File: src/rtl/nco_voice_allocator_if.sv
//------------------------------------------------------------------------------
// nco_voice_allocator_if
// Command handshake between the SPI command decoder and the voice allocator.
// Revision: 1.0
//------------------------------------------------------------------------------
`default_nettype none

interface nco_voice_allocator_if #(
  parameter int NCO_ADDR_BITS = 8
);
  logic                     cmd_valid;
  logic                     cmd_ready;
  logic [1:0]               cmd_type;
  logic [6:0]               cmd_note;
  logic [15:0]              cmd_divider;
  logic [NCO_ADDR_BITS-1:0] cmd_phase;

  modport master (
    output cmd_valid, cmd_type, cmd_note, cmd_divider, cmd_phase,
    input  cmd_ready
  );

  modport slave (
    input  cmd_valid, cmd_type, cmd_note, cmd_divider, cmd_phase,
    output cmd_ready
  );
endinterface

`default_nettype wire

File: src/rtl/nco_voice_allocator.sv
//------------------------------------------------------------------------------
// nco_voice_allocator
// Polyphonic voice allocator: maps note commands onto NCO voices, optional
// oldest-voice stealing when the VOICE_STEAL_EN macro is defined.
// Revision: 1.0
//------------------------------------------------------------------------------
`default_nettype none

module nco_voice_allocator #(
  parameter int          NUM_VOICES    = 4,
  parameter int          NCO_ADDR_BITS = 8,
  parameter int          AGE_BITS      = 4,
  parameter logic [15:0] DEFAULT_DIV   = 16'hFFFF
) (
  input  wire logic                                sys_clk,
  input  wire logic                                sys_rst,
  nco_voice_allocator_if.slave                     cmd,
  output logic [16*NUM_VOICES-1:0]                 voice_divider,
  output logic [NCO_ADDR_BITS*NUM_VOICES-1:0]      voice_phase,
  output logic [NUM_VOICES-1:0]                    voice_apply,
  output logic [NUM_VOICES-1:0]                    voice_gate,
  output logic                                     steal_pulse,
  output logic                                     drop_pulse
);

  localparam int IDX_W = (NUM_VOICES > 1) ? $clog2(NUM_VOICES) : 1;
  localparam logic [IDX_W-1:0] SCAN_LAST = IDX_W'(NUM_VOICES - 1);

  localparam logic [1:0] CMD_NOTE_ON  = 2'd0;
  localparam logic [1:0] CMD_NOTE_OFF = 2'd1;
  localparam logic [1:0] CMD_ALL_OFF  = 2'd2;

  typedef enum logic [1:0] {
    ST_IDLE   = 2'd0,
    ST_SCAN   = 2'd1,
    ST_COMMIT = 2'd2
  } state_t;

  state_t                   state_q, state_d;
  logic [1:0]               type_q, type_d;
  logic [6:0]               note_q, note_d;
  logic [15:0]              div_q, div_d;
  logic [NCO_ADDR_BITS-1:0] phase_q, phase_d;
  logic [IDX_W-1:0]         scan_idx_q, scan_idx_d;
  logic                     match_found_q, match_found_d;
  logic [IDX_W-1:0]         match_idx_q, match_idx_d;
  logic                     free_found_q, free_found_d;
  logic [IDX_W-1:0]         free_idx_q, free_idx_d;

  logic [NUM_VOICES-1:0]    gate_q, gate_d;
  logic [6:0]               vnote_q  [NUM_VOICES];
  logic [6:0]               vnote_d  [NUM_VOICES];
  logic [15:0]              vdiv_q   [NUM_VOICES];
  logic [15:0]              vdiv_d   [NUM_VOICES];
  logic [NCO_ADDR_BITS-1:0] vphase_q [NUM_VOICES];
  logic [NCO_ADDR_BITS-1:0] vphase_d [NUM_VOICES];
  logic [NUM_VOICES-1:0]    apply_q, apply_d;
  logic                     drop_q, drop_d;

  logic                     tgt_valid;
  logic [IDX_W-1:0]         tgt_idx;

`ifdef VOICE_STEAL_EN
  logic                     old_found_q, old_found_d;
  logic [IDX_W-1:0]         old_idx_q, old_idx_d;
  logic [AGE_BITS-1:0]      old_age_q, old_age_d;
  logic [AGE_BITS-1:0]      age_q [NUM_VOICES];
  logic [AGE_BITS-1:0]      age_d [NUM_VOICES];
  logic                     steal_q, steal_d;
  logic                     stolen;
`endif

  always_comb begin
    state_d       = state_q;
    type_d        = type_q;
    note_d        = note_q;
    div_d         = div_q;
    phase_d       = phase_q;
    scan_idx_d    = scan_idx_q;
    match_found_d = match_found_q;
    match_idx_d   = match_idx_q;
    free_found_d  = free_found_q;
    free_idx_d    = free_idx_q;
    gate_d        = gate_q;
    vnote_d       = vnote_q;
    vdiv_d        = vdiv_q;
    vphase_d      = vphase_q;
    apply_d       = '0;
    drop_d        = 1'b0;
    tgt_valid     = 1'b0;
    tgt_idx       = '0;
`ifdef VOICE_STEAL_EN
    old_found_d   = old_found_q;
    old_idx_d     = old_idx_q;
    old_age_d     = old_age_q;
    age_d         = age_q;
    steal_d       = 1'b0;
    stolen        = 1'b0;
`endif

    case (state_q)
      ST_IDLE: begin
        if (cmd.cmd_valid) begin
          type_d        = cmd.cmd_type;
          note_d        = cmd.cmd_note;
          div_d         = cmd.cmd_divider;
          phase_d       = cmd.cmd_phase;
          scan_idx_d    = '0;
          match_found_d = 1'b0;
          free_found_d  = 1'b0;
`ifdef VOICE_STEAL_EN
          old_found_d   = 1'b0;
`endif
          if (cmd.cmd_type == CMD_NOTE_ON || cmd.cmd_type == CMD_NOTE_OFF) begin
            state_d = ST_SCAN;
          end else if (cmd.cmd_type == CMD_ALL_OFF) begin
            state_d = ST_COMMIT;
          end
        end
      end

      ST_SCAN: begin
        // Ascending scan: first hit wins for match/free, strict > keeps lowest index on age ties.
        if (gate_q[scan_idx_q] && vnote_q[scan_idx_q] == note_q && !match_found_q) begin
          match_found_d = 1'b1;
          match_idx_d   = scan_idx_q;
        end
        if (!gate_q[scan_idx_q] && !free_found_q) begin
          free_found_d = 1'b1;
          free_idx_d   = scan_idx_q;
        end
`ifdef VOICE_STEAL_EN
        if (gate_q[scan_idx_q] && (!old_found_q || age_q[scan_idx_q] > old_age_q)) begin
          old_found_d = 1'b1;
          old_idx_d   = scan_idx_q;
          old_age_d   = age_q[scan_idx_q];
        end
`endif
        if (scan_idx_q == SCAN_LAST) begin
          state_d = ST_COMMIT;
        end else begin
          scan_idx_d = scan_idx_q + 1'b1;
        end
      end

      ST_COMMIT: begin
        state_d = ST_IDLE;
        case (type_q)
          CMD_NOTE_ON: begin
            if (match_found_q) begin
              tgt_valid = 1'b1;
              tgt_idx   = match_idx_q;
            end else if (free_found_q) begin
              tgt_valid = 1'b1;
              tgt_idx   = free_idx_q;
            end
`ifdef VOICE_STEAL_EN
            else if (old_found_q) begin
              tgt_valid = 1'b1;
              tgt_idx   = old_idx_q;
              stolen    = 1'b1;
            end
`endif
            if (tgt_valid) begin
              for (int i = 0; i < NUM_VOICES; i++) begin
                if (IDX_W'(i) == tgt_idx) begin
                  vdiv_d[i]   = div_q;
                  vphase_d[i] = phase_q;
                  vnote_d[i]  = note_q;
                  gate_d[i]   = 1'b1;
                  apply_d[i]  = 1'b1;
`ifdef VOICE_STEAL_EN
                  age_d[i]    = '0;
                end else if (gate_q[i] && age_q[i] != {AGE_BITS{1'b1}}) begin
                  age_d[i]    = age_q[i] + 1'b1;
`endif
                end
              end
`ifdef VOICE_STEAL_EN
              steal_d = stolen;
`endif
            end else begin
              drop_d = 1'b1;
            end
          end
          CMD_NOTE_OFF: begin
            if (match_found_q) begin
              gate_d[match_idx_q] = 1'b0;
            end
          end
          CMD_ALL_OFF: begin
            gate_d = '0;
`ifdef VOICE_STEAL_EN
            for (int i = 0; i < NUM_VOICES; i++) begin
              age_d[i] = '0;
            end
`endif
          end
          default: ;
        endcase
      end

      default: state_d = ST_IDLE;
    endcase
  end

  always_ff @(posedge sys_clk or posedge sys_rst) begin
    if (sys_rst) begin
      state_q       <= ST_IDLE;
      type_q        <= '0;
      note_q        <= '0;
      div_q         <= '0;
      phase_q       <= '0;
      scan_idx_q    <= '0;
      match_found_q <= 1'b0;
      match_idx_q   <= '0;
      free_found_q  <= 1'b0;
      free_idx_q    <= '0;
      gate_q        <= '0;
      apply_q       <= '0;
      drop_q        <= 1'b0;
      for (int i = 0; i < NUM_VOICES; i++) begin
        vnote_q[i]  <= '0;
        vdiv_q[i]   <= DEFAULT_DIV;
        vphase_q[i] <= '0;
      end
`ifdef VOICE_STEAL_EN
      old_found_q   <= 1'b0;
      old_idx_q     <= '0;
      old_age_q     <= '0;
      steal_q       <= 1'b0;
      for (int i = 0; i < NUM_VOICES; i++) begin
        age_q[i]    <= '0;
      end
`endif
    end else begin
      state_q       <= state_d;
      type_q        <= type_d;
      note_q        <= note_d;
      div_q         <= div_d;
      phase_q       <= phase_d;
      scan_idx_q    <= scan_idx_d;
      match_found_q <= match_found_d;
      match_idx_q   <= match_idx_d;
      free_found_q  <= free_found_d;
      free_idx_q    <= free_idx_d;
      gate_q        <= gate_d;
      apply_q       <= apply_d;
      drop_q        <= drop_d;
      vnote_q       <= vnote_d;
      vdiv_q        <= vdiv_d;
      vphase_q      <= vphase_d;
`ifdef VOICE_STEAL_EN
      old_found_q   <= old_found_d;
      old_idx_q     <= old_idx_d;
      old_age_q     <= old_age_d;
      steal_q       <= steal_d;
      age_q         <= age_d;
`endif
    end
  end

  assign cmd.cmd_ready = (state_q == ST_IDLE);
  assign voice_gate    = gate_q;
  assign voice_apply   = apply_q;
  assign drop_pulse    = drop_q;
`ifdef VOICE_STEAL_EN
  assign steal_pulse   = steal_q;
`else
  assign steal_pulse   = 1'b0;
`endif

  for (genvar gi = 0; gi < NUM_VOICES; gi++) begin : g_voice_out
    assign voice_divider[16*gi +: 16]                   = vdiv_q[gi];
    assign voice_phase[NCO_ADDR_BITS*gi +: NCO_ADDR_BITS] = vphase_q[gi];
  end

endmodule

`default_nettype wire

File: src/flat_wrapper.sv
// flat-port wrapper written by rule: the top's interface ports become plain ports
module nco_voice_allocator_flat 
#(
  parameter int          NUM_VOICES    = 4,
  parameter int          NCO_ADDR_BITS = 8,
  parameter int          AGE_BITS      = 4,
  parameter logic [15:0] DEFAULT_DIV   = 16'hFFFF
)
  (sys_clk, sys_rst, voice_divider, voice_phase, voice_apply, voice_gate, steal_pulse, drop_pulse, cmd_cmd_valid, cmd_cmd_type, cmd_cmd_note, cmd_cmd_divider, cmd_cmd_phase, cmd_cmd_ready);
  nco_voice_allocator_if #(.NCO_ADDR_BITS(NCO_ADDR_BITS)) cmd_i ();
  input  wire logic sys_clk;
  input  wire logic sys_rst;
  output logic [16*NUM_VOICES-1:0] voice_divider;
  output logic [NCO_ADDR_BITS*NUM_VOICES-1:0] voice_phase;
  output logic [NUM_VOICES-1:0] voice_apply;
  output logic [NUM_VOICES-1:0] voice_gate;
  output logic steal_pulse;
  output logic drop_pulse;
  input wire logic [$bits(cmd_i.cmd_valid)-1:0] cmd_cmd_valid;
  input wire logic [$bits(cmd_i.cmd_type)-1:0] cmd_cmd_type;
  input wire logic [$bits(cmd_i.cmd_note)-1:0] cmd_cmd_note;
  input wire logic [$bits(cmd_i.cmd_divider)-1:0] cmd_cmd_divider;
  input wire logic [$bits(cmd_i.cmd_phase)-1:0] cmd_cmd_phase;
  output wire logic [$bits(cmd_i.cmd_ready)-1:0] cmd_cmd_ready;
  assign cmd_i.cmd_valid = cmd_cmd_valid;
  assign cmd_i.cmd_type = cmd_cmd_type;
  assign cmd_i.cmd_note = cmd_cmd_note;
  assign cmd_i.cmd_divider = cmd_cmd_divider;
  assign cmd_i.cmd_phase = cmd_cmd_phase;
  assign cmd_cmd_ready = cmd_i.cmd_ready;
  nco_voice_allocator #(.NUM_VOICES(NUM_VOICES), .NCO_ADDR_BITS(NCO_ADDR_BITS), .AGE_BITS(AGE_BITS), .DEFAULT_DIV(DEFAULT_DIV)) u_core (.sys_clk(sys_clk), .sys_rst(sys_rst), .cmd(cmd_i), .voice_divider(voice_divider), .voice_phase(voice_phase), .voice_apply(voice_apply), .voice_gate(voice_gate), .steal_pulse(steal_pulse), .drop_pulse(drop_pulse));
endmodule
File: config.mk
export PLATFORM = sky130hd
export DESIGN_NAME = nco_voice_allocator_flat
export DESIGN_NICKNAME = d
export VERILOG_FILES = /design/src/rtl/nco_voice_allocator_if.sv /design/src/rtl/nco_voice_allocator.sv /design/src/flat_wrapper.sv
export SDC_FILE = /design/constraint.sdc
export NUM_CORES = 1
export LEC_CHECK = 0
export CORE_MARGIN = 2
export CORE_UTILIZATION = 51
export DETAILED_ROUTE_END_ITERATION = 8
export GPL_TIMING_DRIVEN = 0
export PLACE_DENSITY_LB_ADDON = 0.08
export SYNTH_ARGS = -nofsm -noshare
export SYNTH_HDL_FRONTEND = slang
export SYNTH_SLANG_ARGS = --single-unit
File: constraint.sdc
create_clock -name sys_clk -period 6.9 [get_ports sys_clk]
set_input_delay 1.725 -clock sys_clk [delete_from_list [all_inputs] [get_ports sys_clk]]
set_output_delay 1.725 -clock sys_clk [all_outputs]
set_load 0.05 [all_outputs]
# == Word-level counts from Yosys, hierarchy flattened ==
# Cells that the tools add are included.
# word_totals
input_bits,36
output_inout_bits,107
latchBits,0
mem_bits_ro,0
wordCells,133
mem_count,0
mem_bits_rw,0
reg_bits,176
# op_classes
magnitude_cmp,4
bitwise,3
eq_ne,23
addsub,1
mux,45
multipliers,0
n_div,0
n_shift,0
reduce_logical,29
# op_table
operator,n
$mux W1,20
$mux W2,10
$mux W4,5
$reduce_and A5 Y1,4
$ne A2 B1 Y1 const B,9
$reduce_and A4 Y1,4
$bmux W7 S2,1
$mux W7,2
$pmux W4 S3,1
$reduce_and A3 Y1,4
$eq A2 B2 Y1 const B,4
$logic_not A2 Y1,4
$pmux W2 S2,2
$eq A7 B7 Y1,1
$eq A2 B1 Y1 const B,3
$lt A2 B3 Y1 const B,2
$reduce_and A2 Y1,3
$and A4 B4 Y4,1
$eq A2 B2 Y1 const A,2
$logic_and A1 B1 Y1,4
$ne A2 B2 Y1 const B,2
$not A4 Y4,1
$pmux W1 S2,2
$ge A3 B3 Y1 const B,1
other kinds (11),13

# == Logic depth before layout (Yosys ltp) ==
# logic_depth
word_depth,9
depth_mapped,7

# == Worst setup path before layout ==
# No wires, ideal clock.
# synth_path
kind,register to output
start,reg u_core.state_q[0]
end,out cmd_cmd_ready
stages_incl_launch_ff,3
slack_ns,3.952
arrival_ns,1.223
path_cell_list,dfrtp_1 > buf_2 > nor2_1
# synth_between
elab_chain_cells,1
# synth_lines
element,line_no,text
from (decl),nco_voice_allocator.sv:39,"state_t state_q, state_d;"
from (signal assigned),nco_voice_allocator.sv:237,state_q <= state_d;
$logic_not A2 Y1,nco_voice_allocator.sv:263,assign cmd.cmd_ready = (state_q == ST_IDLE);
to (decl),flat_wrapper.sv:24,output wire logic [$bits(cmd_i.cmd_ready)-1:0] cmd_cmd_ready;
# No other way between the ends.

# == Worst setup path in the final report ==
# Ends and elaborated chain as after synthesis.

==> run_results.csv <==
group,metric,value,unit
clock_network,clock_sinks,176,
final_layout,fillers,1064,
placed_design,dpl_worst_slack,3.32,ns
placed_design,hpwl,10900,um
floorplan,rows,43,
timing,min_period,3.75,ns
synth,ys_ff_latch,176,
clock_network,cts_tree,"done",
final_layout,most-common-layout-cells,"clkdlybuf4s50_1 (141), mux2_2 (128), dfrtp_1 (112)",
critical_path,crit_required,5.18,ns
synth,synth_nets,558,
detailed_routing,routedWlPerCell,18.3,um
pwr,total_power,0.00362,W
floorplan,design.core.area,13800,um^2
final_layout,final_common_cell,"clkdlybuf4s50_1",
synth,ys_types,44,
final_layout,fin_nets,719,
job,maxCapViolCount,0,
critical_path,r2r_cells,7,
critical_path,crit_chain,"buf_2, nor2_1, clkdlybuf4s50_1",
critical_path,crit_type,"flip-flop to primary output",
detailed_routing,drt_wl_total,16000,um
timing,post-route-period-util,54.3,%
grt,grt_pass1_wl,26000,um
run_status,outcome,"finished, final reports clean",
critical_path,critPathCaptureType,"primary output",
detailed_routing,ant_nets,0,
detailed_routing,viasPerCell,5.28,
placed_design,gp_congestion,0.837,
critical_path,reg2reg_slack,4.22,ns
critical_path,critPathSlowestCell,"clkdlybuf4s50_1",
synth,syn_inst,521,
timing,drv_slew,0,
timing,setup-violations-final,0,
detailed_routing,dr_total_vias,4617,
critical_path,start_kind,"flip-flop",
clock_network,cts_max_path_buffers,2,
placed_design,port-buffer-count,141,
worst_hold_path,min_path_type,"flip-flop to flip-flop",
detailed_routing,drc,0,
grt,grt_max_degree,103,
synth,yosysWarningCount,0,
clock_network,cts_buffers,17,
critical_path,critPathCapture,"cmd_cmd_ready",
floorplan,io_pins,143,
clock_network,cts_max_level,4,
final_layout,syn_to_final_growth,32.2,%
pwr,ir_worst_vdd,230,uV
detailed_routing,drt_iter0_drc,289,
pwr,leakage,4.30,nW
final_layout,drive_gt1_share,35.5,%
timing,worst_slew_margin_rel,50.1,%
critical_path,cp-startpoint,"u_core.state_q[0]",
critical_path,cp_max_fo,10,
timing,finClkSkew,0.00629,ns
critical_path,max_stage_delay,0.84,ns
timing,rsz0062_at_grt,"false",
clock_network,cts_setup_buffers,0,
grt,grt_pass1_vias,4861,
timing,fmax,0.267,GHz
grt,globalRouteOverflowTotal,0,
synth,netlist.area_leader.share,39.2,%
clock_network,path_clk_slew,0.07,ns
critical_path,reg2reg_to,"u_core.vnote_q[23]",
floorplan,die_h,122,um
clock_network,cts-root-buf,"clkbuf_16",
pwr,p_per_area,384,nW/um^2
floorplan,initial_utilization,51.9,%
synth,async_flop_share,100,%
grt,antenna_found_initial,0,
grt,track_usage,23.0,%
synth,synth_ff_type,"dfrtp_1",
synth,synthTopCellsByArea,"dfrtp_1 (39%), dfstp_2 (24%), mux2_2 (20%)",
floorplan,fp.dieW,122,um
floorplan,dieArea,15000,um^2
synth,yosysTopAreaCell,"dfrtp_1",
clock_network,cts.hold.buffers_added,0,
synth,ys_seq_area_share,62.8,%
timing,hold_viol_final,0,
timing,finalWorstSetupSlack,3.15,ns
synth,synth_area_per_cell,13.7,um^2
clock_network,ctsResizeCount,0,
critical_path,r2r_start,"u_core.free_found_q",
timing,worst_pin_slew,0.739,ns
clock_network,worstSkewPairLatency,0.42,ns
synth,syn_area,7150,um^2
final_layout,antennaDiodeCount,0,
critical_path,cp.arrival,2.02,ns
synth,synth_edf_count,0,
detailed_routing,first_pass_iters,4,
-- cells in the mapped netlist, types with 2 or more instances --
cell and number:
mux2_2 128, dfrtp_1 112, nand2_1 100, dfstp_2 64, buf_2 13, nor2_1 12, clkbuf_1 11, o21ai_0 9
xnor2_1 7, a21oi_1 6, inv_1 5, mux2i_1 4, mux4_1 4, o21bai_1 4, a21o_1 3, a22o_1 3
buf_1 3, nor2b_1 3, mux2_4 2, mux4_2 2, nand2b_1 2, xor2_1 2
-- cells by family after synthesis --
group           Yosys count  share of synthesized area [%]
mux                     140                           23.3
buf+inv                  34                           2.17
fa+ha+maj                 1                          0.175
compound gates           32                           2.99
xor+xnor                  9                           1.10
simple gates            128                           7.49
flops                   176                           62.8
other cells               1                         0.0525
-- worst max-delay path: cells and delay by family, from the launching register on --
kind	cells	cell delay (ns)
buffers and inverters	2	1.02
DFF	1	0.39
and+or+nand+nor	1	0.21
-- metal layers --
layer | share of wire, % | vias to the layer above | track usage (%)
li1 | - | 2111 | -
met1 | 42 | 2389 | 29.2
met2 | 51 | 106 | 37.5
met3 | 6.0 | 11 | 8.27
met4 | 0.91 | 0 | 6.25
met5 | 0 | - | 0
-- where the power goes --
group | switching (W) | internal [W] | leakage [nW]
clock | 0.000392 | 0.000617 | 0.296
sequential | 0.000207 | 0.00130 | 2.15
combinational | 0.000673 | 0.000437 | 1.86
total | 0.00127 | 0.00235 | 4.30
-- stage by stage --
stage / hold WS, ns / cell area, um^2 / utilization [%] / TNS [ns] / cells
final: 0.504 / 9450 / 68.6 / 0 / 875
after global routing: 0.520 / 9450 / 68.6 / 0 / 875
after CTS: 0.506 / 9450 / 68.6 / 0 / 875
after detailed placement: 0.492 / 8820 / 64.0 / 0 / 843
after global placement: 0.480 / 8780 / 63.8 / -167.98 / 842
after floorplan: 0.471 / 7150 / - / 0 / 521
-- state kept, by name, summed over array words and instances, names as in the netlist --
name	count
u_core.voice_divider	64
u_core.voice_phase	32
u_core.vnote_q	28
u_core.div_q	16
u_core.phase_q	8
u_core.note_q	7
u_core.voice_apply	4
u_core.voice_gate	4
u_core.free_idx_q	2
u_core.match_idx_q	2
u_core.scan_idx_q	2
u_core.state_q	2
u_core.type_q	2
u_core.drop_pulse	1
u_core.free_found_q	1
u_core.match_found_q	1
-- worst min-delay path by stage --
stage | from | end | slack [ns] | depth (start not counted)
6_report | u_core.voice_phase[2] | u_core.voice_phase[2] | 0.50 | 1
5_1_grt | u_core.voice_phase[30] | u_core.voice_phase[30] | 0.52 | 1
4_1_cts | u_core.voice_phase[2] | u_core.voice_phase[2] | 0.51 | 1
3_5_place_dp | u_core.voice_phase[4] | u_core.voice_phase[4] | 0.49 | 1
3_3_place_gp | u_core.vnote_q[14] | u_core.vnote_q[14] | 0.48 | 1
2_1_floorplan | u_core.vnote_q[27] | u_core.vnote_q[27] | 0.47 | 1
-- cell type report --
type / instances / area [um^2] / share of cell area (%)
plain buffers: 29 / 136 / 1.44
clock buffers: 19 / 443 / 4.69
clock inverters: 13 / 186 / 1.97
inverters: 5 / 26.3 / 0.278
multi-input cells: 311 / 2510 / 26.5
flip-flops and latches: 176 / 4480 / 47.5
well taps: 180 / 225 / 2.38
repair buffers: 142 / 1440 / 15.2
No activity file was read; power rests on OpenSTA's default activity.
